==> config.mk <==
export PLATFORM = sky130hd
export DESIGN_NAME = regfile_mp_sb
export DESIGN_NICKNAME = d
export VERILOG_FILES = /design/src/rtl/regfile_mp_sb.sv
export SDC_FILE = /design/constraint.sdc
export NUM_CORES = 1
export LEC_CHECK = 0
export CELL_PAD_IN_SITES_DETAIL_PLACEMENT = 1
export CELL_PAD_IN_SITES_GLOBAL_PLACEMENT = 2
export CORE_ASPECT_RATIO = 0.7
export CORE_MARGIN = 2
export CORE_UTILIZATION = 39
export DETAILED_ROUTE_END_ITERATION = 6
export PLACE_DENSITY_LB_ADDON = 0.1
export SLEW_MARGIN = 0
export SYNTH_ARGS = -nofsm -noshare
export SYNTH_HDL_FRONTEND = slang
export SYNTH_SLANG_ARGS = --single-unit
==> constraint.sdc <==
create_clock -name clk -period 6.1 [get_ports clk]
set_clock_uncertainty 0.2 [all_clocks]
set_input_delay 1.22 -clock clk [delete_from_list [all_inputs] [get_ports clk]]
set_output_delay 1.22 -clock clk [all_outputs]
set_load 0.02 [all_outputs]
==> src/rtl/regfile_mp_sb.sv <==
// Parametrised multi-port register file with write-through bypass and an
// issue/writeback scoreboard that reports pending destinations per read port.
module regfile_mp_sb #(
    parameter int  DATA_W   = 16,
    parameter int  NUM_REGS = 16,
    parameter int  NUM_RD   = 4,
    parameter int  NUM_WR   = 2,
    parameter int  ZERO_REG = 0,
    localparam int AW       = $clog2(NUM_REGS)
) (
    input  logic                     clk,
    input  logic                     rst_n,
    input  logic [NUM_RD*AW-1:0]     rd_addr,
    output logic [NUM_RD*DATA_W-1:0] rd_data,
    output logic [NUM_RD-1:0]        rd_busy,
    input  logic [NUM_WR-1:0]        wr_en,
    input  logic [NUM_WR*AW-1:0]     wr_addr,
    input  logic [NUM_WR*DATA_W-1:0] wr_data,
    input  logic [NUM_WR-1:0]        rsv_en,
    input  logic [NUM_WR*AW-1:0]     rsv_addr,
    input  logic                     flush,
    output logic [AW:0]              pend_cnt
);

    localparam int NSLOT = 1 << AW;

    // Bit r set when address r names a real, writable register.
    function automatic logic [NSLOT-1:0] slot_mask();
        logic [NSLOT-1:0] m;
        m = '0;
        for (int r = 0; r < NUM_REGS; r++) begin
            m[r] = !((ZERO_REG != 0) && (r == 0));
        end
        return m;
    endfunction

    localparam logic [NSLOT-1:0] RD_MASK = slot_mask();

    logic [DATA_W-1:0]   r_regs     [NUM_REGS];
    logic [NUM_REGS-1:0] r_pend;
    logic [AW:0]         r_pend_cnt;

    logic [DATA_W-1:0]   w_regs_nxt [NUM_REGS];
    logic [NUM_REGS-1:0] w_pend_nxt;
    logic [NUM_REGS-1:0] w_wr_hit;
    logic [NUM_REGS-1:0] w_rsv_hit;
    logic [AW:0]         w_pend_pop;

    logic [AW-1:0]       w_rd_addr  [NUM_RD];
    logic [DATA_W-1:0]   w_rd_val   [NUM_RD];
    logic [NUM_RD-1:0]   w_rd_byp;

    assign pend_cnt = r_pend_cnt;

    // Next-state data and pending bits; ascending port order lets the highest write port win.
    always_comb begin
        w_regs_nxt = r_regs;
        w_wr_hit   = '0;
        w_rsv_hit  = '0;
        w_pend_nxt = '0;
        w_pend_pop = '0;
        for (int r = 0; r < NUM_REGS; r++) begin
            for (int j = 0; j < NUM_WR; j++) begin
                w_regs_nxt[r] = (wr_en[j] && RD_MASK[r] && (wr_addr[j*AW +: AW] == AW'(r)))
                              ? wr_data[j*DATA_W +: DATA_W] : w_regs_nxt[r];
                w_wr_hit[r]   = w_wr_hit[r]
                              | (wr_en[j] & RD_MASK[r] & (wr_addr[j*AW +: AW] == AW'(r)));
                w_rsv_hit[r]  = w_rsv_hit[r]
                              | (rsv_en[j] & RD_MASK[r] & (rsv_addr[j*AW +: AW] == AW'(r)));
            end
            // A reserve installs a new producer, so it outranks a same-cycle writeback.
            w_pend_nxt[r] = flush        ? 1'b0 :
                            w_rsv_hit[r] ? 1'b1 :
                            w_wr_hit[r]  ? 1'b0 : r_pend[r];
            w_pend_pop    = w_pend_pop + (AW+1)'(w_pend_nxt[r]);
        end
    end

    // State update; reset drops every write, reserve and flush of the cycle.
    always_ff @(posedge clk) begin
        if (!rst_n) begin
            r_regs     <= '{default: '0};
            r_pend     <= '0;
            r_pend_cnt <= '0;
        end else begin
            r_regs     <= w_regs_nxt;
            r_pend     <= w_pend_nxt;
            r_pend_cnt <= w_pend_pop;
        end
    end

    // Combinational read with write-through bypass and hazard report.
    always_comb begin
        rd_data  = '0;
        rd_busy  = '0;
        w_rd_byp = '0;
        for (int i = 0; i < NUM_RD; i++) begin
            w_rd_addr[i] = rd_addr[i*AW +: AW];
            w_rd_val[i]  = '0;
            if (rst_n && RD_MASK[w_rd_addr[i]]) begin
                w_rd_val[i] = r_regs[w_rd_addr[i]];
                for (int j = 0; j < NUM_WR; j++) begin
                    w_rd_val[i] = (wr_en[j] && (wr_addr[j*AW +: AW] == w_rd_addr[i]))
                                ? wr_data[j*DATA_W +: DATA_W] : w_rd_val[i];
                    w_rd_byp[i] = w_rd_byp[i]
                                | (wr_en[j] & (wr_addr[j*AW +: AW] == w_rd_addr[i]));
                end
                rd_busy[i] = r_pend[w_rd_addr[i]] & ~w_rd_byp[i];
            end else begin
                rd_busy[i] = 1'b0;
            end
            rd_data[i*DATA_W +: DATA_W] = w_rd_val[i];
        end
    end

endmodule

==> flow_metrics.py <==
metrics = {
    "status": {
        "status": "complete, no violations",
    },
    "clock_network": {
        "cts_tree": "built",
        "htree_levels": 2,
        "clockRootBuffer": "clkbuf_16",
        "clock_latency_ps": 560,
        "cts_resized": 0,
        "cts_buffer_depth": 3,
        "postCtsHoldBufs": 0,
        "clkSinkCount": 277,
        "cts.clk_slew.worst_paths_ps": 60,
        "cts-buffers-inserted": 35,
        "postCtsSetupRepairBufs": 0,
    },
    "worst_hold_path": {
        "hold_start": "r_regs[252]$_SDFFE_PN0P_",
        "min_path_cells": 2,
        "hold_end": "r_regs[252]$_SDFFE_PN0P_",
        "worstHoldPathType": "reg2reg",
    },
    "power": {
        "seqPwrFrac_pct": 36.8,
        "p_leak_nw": 9.121,
        "irDropWorstVdd_mv": 0.1903,
        "internal_power_mw": 3.500,
        "switching_share_pct": 33.51,
        "comb_power_share_pct": 23.1,
        "p_switching_mw": 1.764,
        "cellPowerDensity_nw_per_um2": 197.3,
        "p_total_mw": 5.263,
        "p_clk_share_pct": 40.1,
    },
    "worst_setup_path": {
        "r2r-start": "r_pend[3]$_SDFF_PN0_",
        "crit_fanout": 9,
        "critPathKind": "in2out",
        "worstPathCellList": "clkdlybuf4s50_1 -> buf_4 -> xnor2_1 -> nand4_2 -> or2_1 -> nor3b_2 -> buf_4 -> a221o_1 -> clkdlybuf4s50_1",
        "cp.arrival_ps": 4450,
        "crit_path_top_delay_cell": "nor3b_2",
        "timing.rr.end": "pend_cnt[2]$_SDFF_PN0_",
        "crit_path_max_incr_delay_ps": 740,
        "worstSetupEndpointType": "output pin",
        "reg2reg_slack_ps": 1950,
        "cp_data_required_time_ps": 4680,
        "r2r_cells": 12,
        "critPathLaunchType": "primary input",
    },
    "timing": {
        "max_slew.worst_pin.slew_ps": 1159,
        "fin_crit_ps": 5865,
        "rsz0062_at_grt": "no",
        "fmax_mhz": 170.5,
        "whs_ps": 340.8,
        "fin_ws_ps": 234.9,
        "finalSetupViolations": 0,
        "hold_viol": 0,
        "slew_viol_final": 0,
        "period_share_pct": 96.15,
        "timing.slew.headroom_pct": 22.71,
        "tns_ps": 0,
    },
    "layout": {
        "drive_gt1_share_pct": 21.88,
        "area_growth_pct": 14.18,
        "nets": 2609,
        "fillers": 6714,
        "num_antenna_cells": 0,
    },
    "yosys": {
        "async_reset_ff_share_pct": 0,
        "yosys_warnings": 0,
        "syn_area_um2": 23370,
        "syn_inst": 2545,
        "synth_edf_count": 0,
        "ys_seq_area_share_pct": 23.73,
        "synth_area_per_cell_um2": 9.182,
        "syn-num-nets": 2631,
        "synth_top_flop_cell": "dfxtp_1",
        "ys_seq_elements": 277,
        "ys_types": 54,
    },
    "floorplan": {
        "num_io_pins": 144,
        "die_area_um2": 61920,
        "dieWidth_um": 296.6,
        "start_util_pct": 39.21,
        "core_area_um2": 59590,
        "placement_rows": 75,
        "die_h_um": 208.8,
    },
    "place": {
        "place_congestion": 0.9542,
        "portBuffers": 143,
        "pre_cts_ws_ps": 158.2,
        "hpwl_um": 72620,
    },
    "drt": {
        "firstDrtPassIters": 5,
        "drc": 0,
        "routed-via-count": 23920,
        "drtIter0Drc": 2710,
        "viasPerCell": 7.131,
        "wl_per_cell_um": 34.72,
        "ant_nets": 0,
        "drt-total-wl_um": 116400,
    },
    "global_route": {
        "grt-ovfl-total": 0,
        "grt_use_total_pct": 37.32,
        "grt_pass1_vias": 23470,
        "antenna_found_initial": 3,
        "grt_max_degree": 99,
        "grt_pass1_wl_um": 168100,
    },
    "flow_run": {
        "maxCapViolCount": 0,
    },
}
power groups by stage:
stage                     logic [mW]  clock network [mW]  registers [mW]
after detailed placement        1.19                   0            1.97
final                           1.22                2.11            1.94
after CTS                       1.20                2.13            1.93
after global placement          1.17                   0            1.97
after floorplan                0.716                   0            1.95
after global routing            1.27                2.20            1.95
state kept, by name (all words and copies together), names as in the netlist:
register	flops
r_regs	256
r_pend	16
pend_cnt	5
cells in the final DEF, fill, tap and decap left out, drive strengths merged, types with 29 or more instances in the layout:
cell type / instances
mux4: 276
o21ai: 290
buf: 156
o221ai: 46
nand2: 117
dfxtp: 277
clkbuf: 51
o311ai: 144
mux2i: 80
inv: 42
a211oi: 111
nand3: 29
nor2: 391
clkdlybuf4s50: 127
mux2: 46
o211ai: 42
a21oi: 121
worst max-delay path, delay by kind of cell:
family | cells | cell delay [ps]
AOI/OAI and AO/OA | 1 | 220
xor gates and xnor gates | 1 | 90
buffers and inverters | 4 | 1900
and+or+nand+nor | 3 | 1000
synthesized netlist by cell type, types with 21 or more instances:
cell | instances | area [um2]
nor2b_1 | 23 | 143.9
o21ai_0 | 290 | 1451
clkbuf_1 | 219 | 822.0
mux2_2 | 46 | 518.0
o211ai_1 | 42 | 315.3
o221ai_1 | 46 | 402.9
mux4_2 | 276 | 6216
buf_2 | 77 | 385.4
inv_1 | 41 | 153.9
nand2_1 | 117 | 439.2
nor2_1 | 391 | 1468
nand3_1 | 29 | 145.1
o311ai_0 | 144 | 1261
a21oi_1 | 121 | 605.6
mux2i_1 | 80 | 800.8
a211oi_1 | 107 | 803.3
buf_1 | 21 | 78.83
dfxtp_1 | 277 | 5545
cells by family after synthesis:
| logic type | count (synthesis) | synth area share [%] |
|---|---|---|
| multiplexers | 402 | 32.24 |
| adder cells (fa/ha/maj) | 15 | 1.124 |
| AO/OA/AOI/OAI | 820 | 23.40 |
| flip-flops | 277 | 23.73 |
| buffers and inverters | 383 | 7.073 |
| AND/OR/NAND/NOR | 614 | 11.09 |
| XOR/XNOR | 34 | 1.339 |
worst max path at each step:
stage / startpoint / to / slack (ps) / depth (start not counted)
after global placement: wr_en[1] / pend_cnt[2]$_SDFF_PN0_ / 230 / 15
final: wr_addr[5] / rd_data[50] / 230 / 9
after CTS: wr_addr[1] / rd_data[49] / 300 / 9
after detailed placement: wr_en[1] / pend_cnt[2]$_SDFF_PN0_ / 160 / 15
after floorplan: wr_en[0] / pend_cnt[2]$_SDFF_PN0_ / 660 / 17
after global routing: wr_addr[1] / rd_data[49] / 170 / 9
metrics by stage:
step / instance area, um2 / std cells / util [%]
3_5_place_dp: 25590 / 3294 / 42.95
4_1_cts: 26680 / 3354 / 44.77
2_1_floorplan: 23370 / 2545 / -
3_3_place_gp: 25590 / 3294 / 42.95
5_1_grt: 26680 / 3354 / 44.77
6_report: 26680 / 3354 / 44.77
per-layer routing:
metal  global-route usage, %  up-vias  share of wire, %
li1                        -     9796                 -
met5                       0        -             0.011
met3                   8.009      271                11
met1                   53.50    12430                43
met2                   54.72     1416                43
met4                   14.66        2               4.1
cell type report:
class / instances / area, um2 / share of cell area (%)
sequential: 277 / 5545 / 20.78
inverter: 41 / 161.4 / 0.6050
clock inverter: 9 / 62.56 / 0.2345
tap: 808 / 1011 / 3.789
timing repair buffer: 283 / 2623 / 9.829
clock buffer: 51 / 1027 / 3.850
multi-input combinational: 1885 / 16250 / 60.91
(Power assumes the default switching activity.)
